<file path="config.mk">
export PLATFORM = sky130hd
export DESIGN_NAME = seg_scan_reader
export DESIGN_NICKNAME = d
export VERILOG_FILES = /design/src/rtl/seg_scan_reader.sv
export SDC_FILE = /design/constraint.sdc
export NUM_CORES = 1
export LEC_CHECK = 0
export CAP_MARGIN = 0
export CORE_ASPECT_RATIO = 0.75
export CORE_MARGIN = 5
export CORE_UTILIZATION = 55
export CTS_BUF_LIST = sky130_fd_sc_hd__clkbuf_8
export CTS_CLUSTER_DIAMETER = 40
export CTS_CLUSTER_SIZE = 12
export DETAILED_ROUTE_END_ITERATION = 10
export GPL_ROUTABILITY_DRIVEN = 0
export PLACE_DENSITY = 0.82
export SYNTH_ARGS = -nofsm -noshare
export SYNTH_HDL_FRONTEND = slang
export SYNTH_SLANG_ARGS = --single-unit
</file>
<file path="constraint.sdc">
create_clock -name clk -period 5.1 [get_ports clk]
set_input_delay 1.02 -clock clk [delete_from_list [all_inputs] [get_ports clk]]
set_output_delay 1.02 -clock clk [all_outputs]
set_load 0.05 [all_outputs]
</file>
<file path="src/rtl/seg_scan_reader.sv">
// rtl/seg_scan_reader.sv - passive multiplexed 7-segment bus reader with framed valid/ready output
module seg_scan_reader #(
    parameter int DIGITS     = 4,
    parameter int STABLE_CNT = 3
) (
    input  logic                  clk,
    input  logic                  rst_n,
    input  logic [6:0]            seg_n,
    input  logic [DIGITS-1:0]     an_n,
    input  logic                  out_ready,
    output logic                  out_valid,
    output logic [4*DIGITS-1:0]   bcd_out,
    output logic [DIGITS-1:0]     blank_out,
    output logic [DIGITS-1:0]     err_out
);

    // Counter is wide enough for the largest allowed STABLE_CNT.
    localparam int CW = 4;

    // Decoded tuple layout: [5:2] BCD code, [1] blank, [0] err.
    function automatic logic [5:0] decode(input logic [6:0] s);
        logic [5:0] t;
        case (s)
            7'b0000001: t = {4'd0, 2'b00};
            7'b1001111: t = {4'd1, 2'b00};
            7'b0010010: t = {4'd2, 2'b00};
            7'b0000110: t = {4'd3, 2'b00};
            7'b1001100: t = {4'd4, 2'b00};
            7'b0100100: t = {4'd5, 2'b00};
            7'b0100000: t = {4'd6, 2'b00};
            7'b0001111: t = {4'd7, 2'b00};
            7'b0000000: t = {4'd8, 2'b00};
            7'b0000100: t = {4'd9, 2'b00};
            7'b1111111: t = {4'd0, 2'b10};
            default:    t = {4'd0, 2'b01};
        endcase
        return t;
    endfunction

    logic [5:0]        tuple;
    logic [DIGITS-1:0] sel;
    logic              sample_valid;
    logic [5:0]        cand  [DIGITS];
    logic [CW-1:0]     cnt   [DIGITS];
    logic [5:0]        comm  [DIGITS];
    logic [DIGITS-1:0] fresh;
    logic [DIGITS-1:0] commit;
    logic              load;

    assign tuple        = decode(seg_n);
    assign sel          = ~an_n;
    assign sample_valid = $onehot(sel);
    assign load         = (&fresh) && (!out_valid || out_ready);

    // A digit commits exactly on the clock its run of identical samples reaches STABLE_CNT.
    always_comb begin
        commit = '0;
        for (int i = 0; i < DIGITS; i++) begin
            commit[i] = sample_valid && sel[i] && (tuple == cand[i])
                        && (cnt[i] == CW'(STABLE_CNT - 1));
        end
    end

    // Per-digit candidate tracking, saturating stability counter and committed value.
    always_ff @(posedge clk or negedge rst_n) begin
        if (!rst_n) begin
            for (int i = 0; i < DIGITS; i++) begin
                cand[i] <= '0;
                cnt[i]  <= '0;
                comm[i] <= '0;
            end
        end else begin
            for (int i = 0; i < DIGITS; i++) begin
                if (sample_valid && sel[i]) begin
                    if ((tuple == cand[i]) && (cnt[i] != '0)) begin
                        if (cnt[i] < CW'(STABLE_CNT)) begin
                            cnt[i] <= cnt[i] + CW'(1);
                        end
                    end else begin
                        cand[i] <= tuple;
                        cnt[i]  <= CW'(1);
                    end
                end else begin
                    cnt[i] <= '0;
                end
                if (commit[i]) begin
                    comm[i] <= cand[i];
                end
            end
        end
    end

    // Frame assembly: load all committed digits once every digit is fresh; a same-cycle commit keeps its fresh flag.
    always_ff @(posedge clk or negedge rst_n) begin
        if (!rst_n) begin
            fresh     <= '0;
            out_valid <= 1'b0;
            bcd_out   <= '0;
            blank_out <= '0;
            err_out   <= '0;
        end else begin
            fresh <= (load ? '0 : fresh) | commit;
            if (load) begin
                out_valid <= 1'b1;
                for (int i = 0; i < DIGITS; i++) begin
                    bcd_out[4*i +: 4] <= comm[i][5:2];
                    blank_out[i]      <= comm[i][1];
                    err_out[i]        <= comm[i][0];
                end
            end else if (out_valid && out_ready) begin
                out_valid <= 1'b0;
            end
        end
    end

endmodule

</file>
==> results.md <==
- Synth Area in Compound Gates: ~10%
- Drt first-iter violations: 241
- Area share of fa/ha/maj cells after synthesis: 4.15%
- Post-synthesis mux area share: 16.1%
- CTS Buf Count: 9
- Clk sink count: 93
- Top Usage Layer GRT: met2
- Crit. Startpoint: seg_n[5]
- Clk_skew: 0.0101 ns
- First-pass GRT wire length: between 15,000 and 20,000 µm
- Clock Latency Late Sink: 0.36 ns
- R2R Path Start: cand[4]$_DFFE_PN0P_
- EDFF count, synth: 0
- CP max-delay cell: nor4b_1
- Logic pwr share: a little over an eighth
- WS Path Type: primary input to flop
- Placed wire-length estimate: 7320 µm
- Sw frac: 26.5%
- Family with the most delay on the worst path: simple AND/OR/NAND/NOR gates
- Max-cap violations: 0
- Total GRT Usage: 19.8%
- Initial cell density of the core: 55.9%
- Number of setup violations in the final report: 0
- Largest net degree at the start of global routing: 61
- # port buffers: 38
- Vias per std cell: approximately 5.9
- Switch Pwr: between 400 and 500 µW
- Post-synthesis xor/xnor area fraction: under 10%
- Syn. warnings: 0
- Max frequency: about 250 MHz
- Antenna Violating Nets Remaining: 0
- Leak pwr: roughly 2.6 nW
- Worst EP arrival: roughly 4.3 ns
- DRT Wirelength: 10000 µm
- VDD IR max: about 190 µV
- FF+latch count, synth: just over 90
- Crit-path cells: clkdlybuf4s50_1, nor4b_1, a32o_1, a221oi_1, a2111oi_1, and4_4, and4_1, mux2_2
- Main combinational cell family by area after synthesis: multiplexers
- Worst path depth: 8
- Synth-to-Final Area Change: 15.2%
- Syn Inst Count: between 400 and 500
- CP bufs+invs: 1
- Sequential share of power: 51.0%
- Worst Reg-to-Reg Cells: 7
- Clk slew on worst S/H paths: 0.09 ns
- DP Area: 5180 µm²
- Setup Buffers After CTS: 0
- Cts hold-fix bufs: 0
- Startpoint class of the critical path: primary input
- Die Wd: 117 µm
- Vias: 3,307
- Post-route DRC: 0
- Antenna diodes: 0
- Met2 Use GR: 29.3%
- Power, Total: between 1.5 and 2 mW
- CTS Root Cell: clkbuf_8
- Final net count: 472
- CTS tree: yes
- H-Tree Depth: 3
- Chip height: ~90 µm
- CP peak stage delay: 0.76 ns
- Status: complete, no violations
- Reg-to-reg critical path endpoint: cand[1]$_DFFE_PN0P_
- Commonest non-fill, non-tap cell in the layout: dfrtp_1
- M1 GR Usage: 28.7%
- Most frequent cells in the layout: dfrtp_1 (93), mux2_2 (60), clkdlybuf4s50_1 (37)
- Clk pwr share: a little over a third
- Vias in the first global route: 3,313
- Sequential share of the synthesized area: 49.5%
- Slew @ Worst Pin: 0.868 ns
- Core region area: 8420 µm²
- Predominant post-synthesis flop cell: dfrtp_1
- Layout cells sized above 1: 23.2%
- Tmin final: 4.00 ns
- Worst-case clock buffer depth: 2
- Max Fanout on Critical Path: 9
- Avg Inst Size Synth: 11.6 µm²
- Crit path required time: 5.36 ns
- Worst setup endpoint: comm[23]$_DFFE_PN0P_
- Drt wl/cell: 18.0 µm
- Cell variety after synth: 53
- Min-Delay Path Class: flop to flop
- Internal power: 1.15 mW
- Post-Syn Nets: 433
- RSZ-0062 raised after global routing: false
- GR Overflow Total: 0
- Final hold violation count: 0
- Antenna violations before repair: 0
- Row cnt: 29
- Power Density: 290 nW/µm²
- Post-Syn Area: 4700 µm²
- Final period util: 78.4%
- DR pass1 iterations: 6
- Worst slew margin: 41.3%
- Ys async rst share: 100%
- GRT met3 Usage: 4.90%
- Register-to-Register Setup Slack: 2.53 ns
- Pins Over Slew Limit: 0
- Die ar.: 10,500 µm²
- CTS resizes: 0
- Simple-Gate Fraction of Synth Area: 15.1%
- Setup tns final: 0 ns
- Crit. End Element: flop
- # IOs: 39
- Post-route cell area: roughly 5400 µm²
==> cell type report <==
cell class,count,area (µm²)
Inverter,19,71.3
Fill cell,625,3000
Clock inverter,5,81.3
Multi-Input combinational cell,276,2230
Tap cell,108,135
Clock buffer,11,151
Sequential cell,93,2330
Timing Repair Buffer,44,423
==> registers in the layout (all words and copies together), names as in the netlist <==
signal	cells
bcd_out	16
blank_out	4
cand	24
cnt	16
comm	24
err_out	4
fresh	4
out_valid	1
==> Yosys cell counts, types with 2 or more instances <==
library cell	instances	area share, %
dfrtp_1	93	49
mux2_2	60	14
o21ai_0	32	3.4
nand2_1	20	1.6
inv_1	19	1.5
nor2_1	19	1.5
ha_1	14	3.7
or2_2	10	1.3
and3_1	9	1.2
or3_1	9	1.2
xor2_1	9	1.7
a21oi_1	7	0.74
clkbuf_1	7	0.56
mux2i_1	6	1.3
a22oi_1	5	0.80
and2_1	5	0.67
nor2b_1	5	0.67
nor3_1	5	0.53
a221oi_1	4	0.74
a32o_1	4	0.85
and4_1	4	0.74
buf_2	4	0.43
nand4_1	4	0.53
nor4bb_1	4	0.85
a211oi_1	3	0.48
a21o_1	3	0.48
nor4_1	3	0.40
a2111oi_0	2	0.37
a2111oi_2	2	0.64
buf_1	2	0.16
buf_4	2	0.32
mux2_1	2	0.48
nand2b_1	2	0.27
nand3_1	2	0.21
nand4_4	2	0.90
nor4b_1	2	0.37
o21ai_1	2	0.21
o22ai_1	2	0.27
==> power groups by stage <==
stage	clock (mW)	sequential (mW)	combinational (mW)
after floorplan	0	0.799	0.152
after global placement	0	0.812	0.201
after detailed placement	0	0.814	0.210
after CTS	0.567	0.800	0.211
after global routing	0.600	0.806	0.237
final	0.558	0.802	0.211
==> kinds of logic after synthesis <==
family / after synthesis
AO/OA/AOI/OAI: 70
adder cells (fa/ha/maj): 15
buffers and inverters: 35
flip-flops: 93
multiplexers: 68
AND/OR/NAND/NOR: 114
XOR/XNOR: 9
==> routing by layer <==
layer | wire, µm | part of all wire [%] | up-vias
li1 | - | - | 1542
met1 | 4690 | 47 | 1644
met2 | 4550 | 46 | 101
met3 | 592 | 5.9 | 20
met4 | 167 | 1.7 | 0
met5 | 0 | 0 | -
==> per-stage QoR <==
step | setup slack (ns) | hold WS, ns | util [%] | instances
finish | 1.10 | 0.495 | 64.3 | 556
global route | 0.855 | 0.521 | 64.3 | 556
CTS | 1.14 | 0.501 | 64.3 | 556
detailed placement | 0.780 | 0.480 | 61.6 | 540
global placement | 0.858 | 0.473 | 61.6 | 540
floorplan | 1.74 | 0.452 | - | 404
==> worst min-delay path by stage <==
stage                                      start  slack, ns                endpoint  depth (start not counted)
after floorplan             comm[19]$_DFFE_PN0P_       0.45    comm[19]$_DFFE_PN0P_                          1
after CTS                   comm[22]$_DFFE_PN0P_       0.50    comm[22]$_DFFE_PN0P_                          1
after detailed placement    comm[22]$_DFFE_PN0P_       0.48    comm[22]$_DFFE_PN0P_                          1
after global placement     out_valid$_DFFE_PN0P_       0.47   out_valid$_DFFE_PN0P_                          2
after global routing      bcd_out[5]$_DFFE_PN0P_       0.52  bcd_out[5]$_DFFE_PN0P_                          1
final                       comm[22]$_DFFE_PN0P_       0.49    comm[22]$_DFFE_PN0P_                          1
No activity file was read; power rests on OpenSTA's default activity.
